### src/rtl/bcd_pkg.sv
// Shared types and sizing helpers for the sequential BCD-to-binary converter.
// Latency: n/a (package). Backpressure: n/a.
// Holds the FSM state encoding, BCD digit constants and the minimum result-width function.
package bcd_pkg;

    typedef enum logic [1:0] {
        IDLE,
        CONV,
        DONE
    } bcd_state_t;

    localparam int BCD_DIGIT_W   = 4;
    localparam int BCD_DIGIT_MAX = 9;

    // Smallest w with 2^w > 10^digits - 1, i.e. every legal BCD word fits.
    function automatic int bcd_bin_width(input int digits);
        longint unsigned pow10;
        int              w;
        pow10 = 64'd1;
        for (int i = 0; i < digits; i++) begin
            pow10 = pow10 * 64'd10;
        end
        w = 1;
        for (int i = 0; i < 64; i++) begin
            if ((64'd1 << i) < pow10) begin
                w = i + 1;
            end
        end
        return w;
    endfunction

endpackage

### src/rtl/bcd_digit_mac.sv
// One accumulate step: acc*10 + digit, plus a flag for a nibble above 9 (BCD_TO_BINARY_ERR_EN only).
// Latency: combinational, zero cycles.
// Backpressure: none; pure function of its inputs.
module bcd_digit_mac
    import bcd_pkg::*;
#(
    parameter int OUT_W = 14
) (
    input  logic [OUT_W-1:0]       acc,
    input  logic [BCD_DIGIT_W-1:0] digit,
    output logic [OUT_W-1:0]       acc_next,
    output logic                   digit_bad
);

    logic [OUT_W+BCD_DIGIT_W-1:0] acc_w;
    logic [OUT_W+BCD_DIGIT_W-1:0] sum_w;
    logic [BCD_DIGIT_W-1:0]       unused_sum_hi;

    // x*10 as (x<<3)+(x<<1); computed wide, result taken modulo 2^OUT_W.
    assign acc_w         = {{BCD_DIGIT_W{1'b0}}, acc};
    assign sum_w         = (acc_w << 3) + (acc_w << 1) + {{OUT_W{1'b0}}, digit};
    assign acc_next      = sum_w[OUT_W-1:0];
    assign unused_sum_hi = sum_w[OUT_W+BCD_DIGIT_W-1:OUT_W];

`ifdef BCD_TO_BINARY_ERR_EN
    assign digit_bad = (digit > BCD_DIGIT_W'(BCD_DIGIT_MAX));
`else
    assign digit_bad = 1'b0;
`endif

endmodule

### src/rtl/bcd_to_binary_seq.sv
// DIGITS-digit packed BCD to binary, MSD first, one digit per clock; BCD_TO_BINARY_ERR_EN adds invalid-digit err.
// Latency: out_valid rises DIGITS cycles after the accept edge; one word per DIGITS+2 cycles.
// Backpressure: in_ready only in IDLE; DONE holds bin_out/err frozen until out_ready.
module bcd_to_binary_seq
    import bcd_pkg::*;
#(
    parameter int DIGITS = 4,
    parameter int OUT_W  = 14
) (
    input  logic                          clk,
    input  logic                          rst,
    input  logic                          in_valid,
    output logic                          in_ready,
    input  logic [BCD_DIGIT_W*DIGITS-1:0] bcd_in,
    output logic                          out_valid,
    input  logic                          out_ready,
    output logic [OUT_W-1:0]              bin_out,
    output logic                          err,
    output logic                          busy
);

    localparam int                IN_W     = BCD_DIGIT_W * DIGITS;
    localparam int                CNT_W    = (DIGITS > 1) ? $clog2(DIGITS) : 1;
    localparam logic [CNT_W-1:0]  CNT_LAST = CNT_W'(DIGITS - 1);

    if (DIGITS < 1 || OUT_W < bcd_bin_width(DIGITS)) begin : g_bad_params
        $error("bcd_to_binary_seq: OUT_W too narrow for DIGITS");
    end

    bcd_state_t        state;
    bcd_state_t        state_nxt;
    logic [IN_W-1:0]   shift_q;
    logic [OUT_W-1:0]  acc_q;
    logic [OUT_W-1:0]  acc_nxt;
    logic [OUT_W-1:0]  bin_q;
    logic [OUT_W-1:0]  result;
    logic [CNT_W-1:0]  cnt_q;
    logic              digit_bad;
    logic              accept;
    logic              last_digit;

    bcd_digit_mac #(
        .OUT_W (OUT_W)
    ) u_mac (
        .acc       (acc_q),
        .digit     (shift_q[IN_W-1 -: BCD_DIGIT_W]),
        .acc_next  (acc_nxt),
        .digit_bad (digit_bad)
    );

    assign accept     = in_valid && in_ready;
    assign last_digit = (state == CONV) && (cnt_q == CNT_LAST);
    assign bin_out    = bin_q;

    always_comb begin
        state_nxt = state;
        in_ready  = 1'b0;
        out_valid = 1'b0;
        busy      = 1'b0;
        case (state)
            IDLE: begin
                in_ready = 1'b1;
                if (in_valid) state_nxt = CONV;
            end
            CONV: begin
                busy = 1'b1;
                if (cnt_q == CNT_LAST) state_nxt = DONE;
            end
            DONE: begin
                out_valid = 1'b1;
                if (out_ready) state_nxt = IDLE;
            end
            default: state_nxt = IDLE;
        endcase
    end

    always_ff @(posedge clk) begin
        if (rst) begin
            state   <= IDLE;
            shift_q <= '0;
            acc_q   <= '0;
            cnt_q   <= '0;
            bin_q   <= '0;
        end else begin
            state <= state_nxt;
            if (accept) begin
                shift_q <= bcd_in;
                acc_q   <= '0;
                cnt_q   <= '0;
            end else if (state == CONV) begin
                shift_q <= shift_q << BCD_DIGIT_W;
                acc_q   <= acc_nxt;
                cnt_q   <= cnt_q + CNT_W'(1);
                if (last_digit) bin_q <= result;
            end
        end
    end

`ifdef BCD_TO_BINARY_ERR_EN
    logic err_acc_q;
    logic err_q;
    logic err_final;

    // Includes the digit being consumed this cycle so the last digit counts too.
    assign err_final = err_acc_q | digit_bad;
    assign result    = err_final ? '0 : acc_nxt;
    assign err       = err_q;

    always_ff @(posedge clk) begin
        if (rst) begin
            err_acc_q <= 1'b0;
            err_q     <= 1'b0;
        end else if (accept) begin
            err_acc_q <= 1'b0;
        end else if (state == CONV) begin
            err_acc_q <= err_final;
            if (last_digit) err_q <= err_final;
        end
    end
`else
    logic unused_digit_bad;

    assign unused_digit_bad = digit_bad;
    assign result           = acc_nxt;
    assign err              = 1'b0;
`endif

endmodule
### config.mk
export PLATFORM = sky130hd
export DESIGN_NAME = bcd_to_binary_seq
export DESIGN_NICKNAME = d
export VERILOG_FILES = /design/src/rtl/bcd_pkg.sv /design/src/rtl/bcd_digit_mac.sv /design/src/rtl/bcd_to_binary_seq.sv
export SDC_FILE = /design/constraint.sdc
export NUM_CORES = 1
export LEC_CHECK = 0
export CAP_MARGIN = 20
export CORE_ASPECT_RATIO = 1.75
export CORE_UTILIZATION = 54
export CTS_CLUSTER_DIAMETER = 30
export CTS_CLUSTER_SIZE = 8
export DETAILED_ROUTE_END_ITERATION = 8
export PLACE_DENSITY = 0.8
export RECOVER_POWER = 50
export SLEW_MARGIN = 25
export SYNTH_ARGS = -nofsm -noshare
export SYNTH_HDL_FRONTEND = slang
export SYNTH_SLANG_ARGS = --single-unit
### constraint.sdc
create_clock -name clk -period 2.75 [get_ports clk]
set_input_delay 0.4125 -clock clk [delete_from_list [all_inputs] [get_ports clk]]
set_output_delay 0.4125 -clock clk [all_outputs]
set_load 0.01 [all_outputs]
; Word-level counts from Yosys, hierarchy flattened
; Index checks and enable logic that the tools add are counted.
[totals]
output_inout_bits = 18
input_bits = 20
register_bits = 47
wordCells = 31
[op_classes]
n_mux = 9
add_sub_neg = 3
n_reduce_logical = 7
eq_ne = 6
bitwise = 1
[op_table]
columns = cell, count
row1 = 2-to-1 mux 16 bit, 2
row2 = adder 14 bit, 1
row3 = adder 14 x 4 -> 14 bit, 1
row4 = 2-to-1 mux 2 bit, 3
row5 = inequality test 2 bit (second input constant), 3
row6 = one-hot mux 2 bit (3 select lines), 1
row7 = AND reduction 3 bit, 2
row8 = equality test 2 bit (second input constant), 2
row9 = 2-to-1 mux 1 bit, 3
row10 = adder 2 x 1 -> 2 bit (second input constant), 1
row11 = equality test 2 x 1 -> 1 bit (second input constant), 1
row12 = logical AND 1 bit, 2
row13 = zero test 2 bit, 1
row14 = nonzero test 2 bit, 1
row15 = OR reduction 2 bit, 1
row16 = inverter 1 bit, 1

; Longest topological paths before layout
[logic_depth]
depth_word = 5
mapped_depth = 9
depth_no_buf = 9

; Hierarchy
; A second synthesis with hierarchy kept.
[hier_totals]
hier_cells = 306
hier_area_um2 = 2562.5
[modules_own_cells]
columns = module, instances, seq_area_each_um2, cells_each, area_per_inst_um2
row1 = bcd_to_binary_seq, 1, 960.9, 229, 1895.6
row2 = bcd_digit_mac, 1, 0.0, 77, 666.9

; Worst setup path after synthesis
; Ideal clock, no wire load.
[synth_path]
kind = register to register
startpoint = register shift_q[15]
endpoint = register bin_q[12] (netlist: bin_out[12])
path_stages_with_launch = 10
setup_time_ns = 0.120
n_path_buf = 0
period_less_slack_ns = 2.317
path_slack_ns = 0.433
arrival_ns = 2.197
required_ns = 2.630
path_cell_list = dfxtp_1 > inv_1 > fa_1 > inv_1 > fa_1 > a21oi_1 > o21ai_2 > a211oi_1 > or4_1 > nand3_1
[synth_between]
elab_chain_len = 1
[synth_lines]
columns = item, line_no
row1 = "start, declared", bcd_to_binary_seq.sv:32  ; logic [IN_W-1:0] shift_q;
row2 = "start signal, assigned", bcd_to_binary_seq.sv:87  ; shift_q <= bcd_in;
row3 = "start signal, assigned", bcd_to_binary_seq.sv:91  ; shift_q <= shift_q << BCD_DIGIT_W;
row4 = adder 14 x 4 -> 14 bit, bcd_digit_mac.sv:21  ; assign sum_w = (acc_w << 3) + (acc_w << 1) + {{OUT_W{1'b0}}, digit};
row5 = "end signal, assigned", bcd_to_binary_seq.sv:94  ; if (last_digit) bin_q <= result;
row6 = "end, declared", bcd_to_binary_seq.sv:35  ; logic [OUT_W-1:0] bin_q;
; Every way passes these cells.
; A chain may end at the register's enable or synchronous reset.

; Final worst setup path
; Same ends and word-level chain as after synthesis.

==> summary.md <==
| Metric | Value |
|---|---|
| Power Density | `465 nW/um^2` |
| Total routed wirelength | `6.06 mm` |
| Post-cts sizing count | `0` |
| Worst R2R Path Depth | `9` |
| Crit start category | `register` |
| Diodes inserted | `0` |
| Site row count | `32` |
| Share of the yosys chip area belonging to registers | `36.9%` |
| Antenna violations before repair | `0` |
| Synth warn | `0` |
| Placeable Area | `4480 sq um` |
| Crit-path max FO | `4` |
| Kind of critical path | `register to register` |
| Clock latency on the worst-skew pair | `0.31 ns` |
| Top delay family on crit path | `adder cells` |
| Int Pwr | `1.05 mW` |
| Via/cell ratio | `6.01` |
| CP Cell Sequence | `inv_1 -> fa_1 -> inv_1 -> fa_1 -> a21oi_1 -> o21ai_2 -> a211oi_2 -> or4_1 -> nand3_1` |
| Buf+Inv Stages, Crit Path | `2` |
| Fin cells | `388` |
| Number of max-cap violations | `0` |
| Reg clk slew, reported paths | `0.09 ns` |
| Critical path depth | `9` |
| Buffers on Ports | `36` |
| Largest net degree at the start of global routing | `32` |
| Comb pwr share | `11.7%` |
| Min Tclk post-route | `2.51 ns` |
| Critical path data required time | `2.95 ns` |
| Final TNS setup | `0 ns` |
| Number of global-route vias before repair | `2373` |
| Cell variety after synth | `46` |
| Flop2flop setup slack | `0.24 ns` |
| CTS buffer count | `5` |
| Depth of the CTS H-tree | `2` |
| Sw Ratio | `25.6%` |
| Mapped cell area | `2550 sq um` |
| Final-report setup violation count | `0` |
| Max Slew Vio Count | `0` |
| Largest stage delay, worst path | `0.54 ns` |
| Layout cells sized above 1 | `5.64%` |
| Number of synthesized register bits | `47` |
| # IOs | `38` |
| Avg Cell Area, Syn | `8.28 sq um` |
| Worst vdd ir | `433 uV` |
| Layout Area Growth over Synthesis | `18.4%` |
| Initial drt markers | `49` |
| RSZ-0062 raised after global routing | `false` |
| Overflow after GRT | `0` |
| Final Wtd Congestion | `0.895` |
| CP max-delay cell | `fa_1` |
| Arrival @ worst endpoint | `2.71 ns` |
| Worst Tran Pin Value | `0.799 ns` |
| CP Launch Point | `shift_q[15]` |
| CTS sink cnt | `47` |
| Hold crit path type | `register to register` |
| Headroom to the max-slew limit | `46.6%` |
| Reg-to-Reg End | `bin_out[12]` |
| Lkg Pwr | `1.24 nW` |
| CTS max path bufs | `2` |
| Post-synth ARST share | `0%` |
| Cell count after synthesis | `308` |
| NumNets Final | `381` |
| Register share of total power | `50.9%` |
| Final Skew | `0.00812 ns` |
| Worst hold stages | `2` |
| Average wire per standard cell | `15.6 um` |
| Drt drc | `0` |
| Main synth FF type | `dfxtp_1` |
| Die Area | `5010 sq um` |
| Final hold viol count | `0` |
| Hold Buf Count CTS | `0` |
| Filler cells | `401` |
| Starting Density | `56.9%` |
| Tcrit/Tclk final | `91.4%` |
| Mapped Nets | `353` |
| Gr usage total | `27.4%` |
| Critical R2R Launch | `shift_q[15]` |
| Setup crit end kind | `register` |
| Setup Buffers After CTS | `0` |
| Crit path to | `bin_out[12]` |
| F_max | `398 MHz` |
| Global-route wire length before repair | `10.1 mm` |
| Die Ht | `92.9 um` |
| Antenna-violating nets left | `0` |
| Clock group share of total power | `37.4%` |
| Inst Count DP | `380` |
| Drt first pass iters | `4` |
| Final HPWL DP | `4.40 mm` |
| Root Driver | `clkbuf_8` |
| DR vias | `2330` |
| Status | `completed` |
| CTS tree | `done` |
| EDFF count, synth | `0` |
| Die width | `54.0 um` |
| P_sw | `0.359 mW` |
==> cell usage in the layout, fill, tap and decap left out, drive strengths merged, types with 3 or more instances in the layout <==
master / netlist / layout
nor3: 3 / 3
nand4: 5 / 5
a211oi: 4 / 4
dfxtp: 47 / 47
xnor2: 5 / 5
o21ai: 5 / 5
a22oi: 12 / 12
nand2: 52 / 52
a21oi: 42 / 42
ha: 23 / 23
or3: 3 / 3
inv: 7 / 8
nand4b: 3 / 3
nand3b: 5 / 5
or4: 6 / 6
clkbuf: 7 / 7
buf: 15 / 5
nor2: 14 / 14
clkdlybuf4s50: 0 / 28
nand3: 24 / 24
dlygate4sd3: 0 / 8
==> worst min-delay path, stage by stage (launching register included) <==
cell,delay [ns]
dfxtp_1,0.32
nand2_1,0.05
a21oi_1,0.05
==> power groups by stage <==
| stage | clock network (mW) | registers (mW) | logic (mW) |
|---|---|---|---|
| 4_1_cts | 0.536 | 0.715 | 0.167 |
| 6_report | 0.526 | 0.715 | 0.164 |
| 3_5_place_dp | 0 | 0.731 | 0.165 |
| 2_1_floorplan | 0 | 0.727 | 0.105 |
| 3_3_place_gp | 0 | 0.730 | 0.161 |
| 5_1_grt | 0.556 | 0.718 | 0.180 |
==> layout make-up <==
type                    count  area (sq um)  share of cell area (%)
inverters                   7          26.3                   0.870
multi-input cells         232          1470                    48.6
clock inverters             3          47.5                    1.57
clock buffers               5          68.8                    2.28
well taps                  51          63.8                    2.11
repair buffers             43           405                    13.4
flip-flops and latches     47           941                    31.1
==> worst min path at each step <==
stage | startpoint | slack [ns] | to
floorplan | shift_q[15] | 0.44 | shift_q[15]
global placement | bin_out[2] | 0.44 | bin_out[2]
detailed placement | shift_q[11] | 0.45 | shift_q[11]
CTS | shift_q[11] | 0.46 | shift_q[11]
global route | bin_out[6] | 0.48 | bin_out[6]
finish | bin_out[6] | 0.46 | bin_out[6]
==> sequential cells by signal, indices dropped and copies added (netlist names) <==
name	cells
shift_q	16
bin_out	14
acc_q	13
cnt_q	2
state	2
==> cell families (layout without fill, tap and decap cells) <==
logic type                 count (synthesis)  count (layout)  synth area share, %
AOI/OAI and AO/OA                         74              74                 17.9
xor gates and xnor gates                   6               6                 2.06
adders and majority gates                 25              25                 12.8
buffers and inverters                     29              58                 5.64
DFF                                       47              47                 36.9
other                                      1               1                0.147
and+or+nand+nor                          126             126                 24.5
==> routing by layer <==
layer  routed length (um)  track usage (%)  vias up
li1                     -                -     1159
met5                    0                0        -
met2                 3360             49.9       66
met4                  218             15.6        0
met1                 2250             27.0     1083
met3                  228             4.27       22
==> metrics by stage <==
| step | setup slack (ns) | util (%) | instance area, sq um | power [mW] | hold slack [ns] |
|---|---|---|---|---|---|
| after floorplan | 0.433 | - | 2550 | 0.831 | 0.436 |
| after global placement | 0.309 | 65.0 | 2920 | 0.891 | 0.442 |
| after detailed placement | 0.156 | 65.0 | 2920 | 0.897 | 0.448 |
| after CTS | 0.124 | 67.6 | 3030 | 1.42 | 0.461 |
| after global routing | 0.0995 | 67.4 | 3020 | 1.45 | 0.479 |
| final | 0.236 | 67.4 | 3020 | 1.41 | 0.457 |
==> synth_stat cells (all sizes together), types with 3 or more instances <==
| library cell | number | area (sq um) |
|---|---|---|
| a211oi | 4 | 35.0 |
| a21oi | 42 | 214 |
| a22oi | 12 | 90.1 |
| buf | 15 | 91.3 |
| clkbuf | 7 | 26.3 |
| dfxtp | 47 | 941 |
| ha | 23 | 288 |
| inv | 7 | 26.3 |
| nand2 | 52 | 198 |
| nand3 | 24 | 125 |
| nand3b | 5 | 37.5 |
| nand4 | 5 | 31.3 |
| nand4b | 3 | 26.3 |
| nor2 | 14 | 52.6 |
| nor3 | 3 | 15.0 |
| o21ai | 5 | 28.8 |
| or3 | 3 | 18.8 |
| or4 | 6 | 45.0 |
| xnor2 | 5 | 43.8 |
No activity file was read; power rests on OpenSTA's default activity.
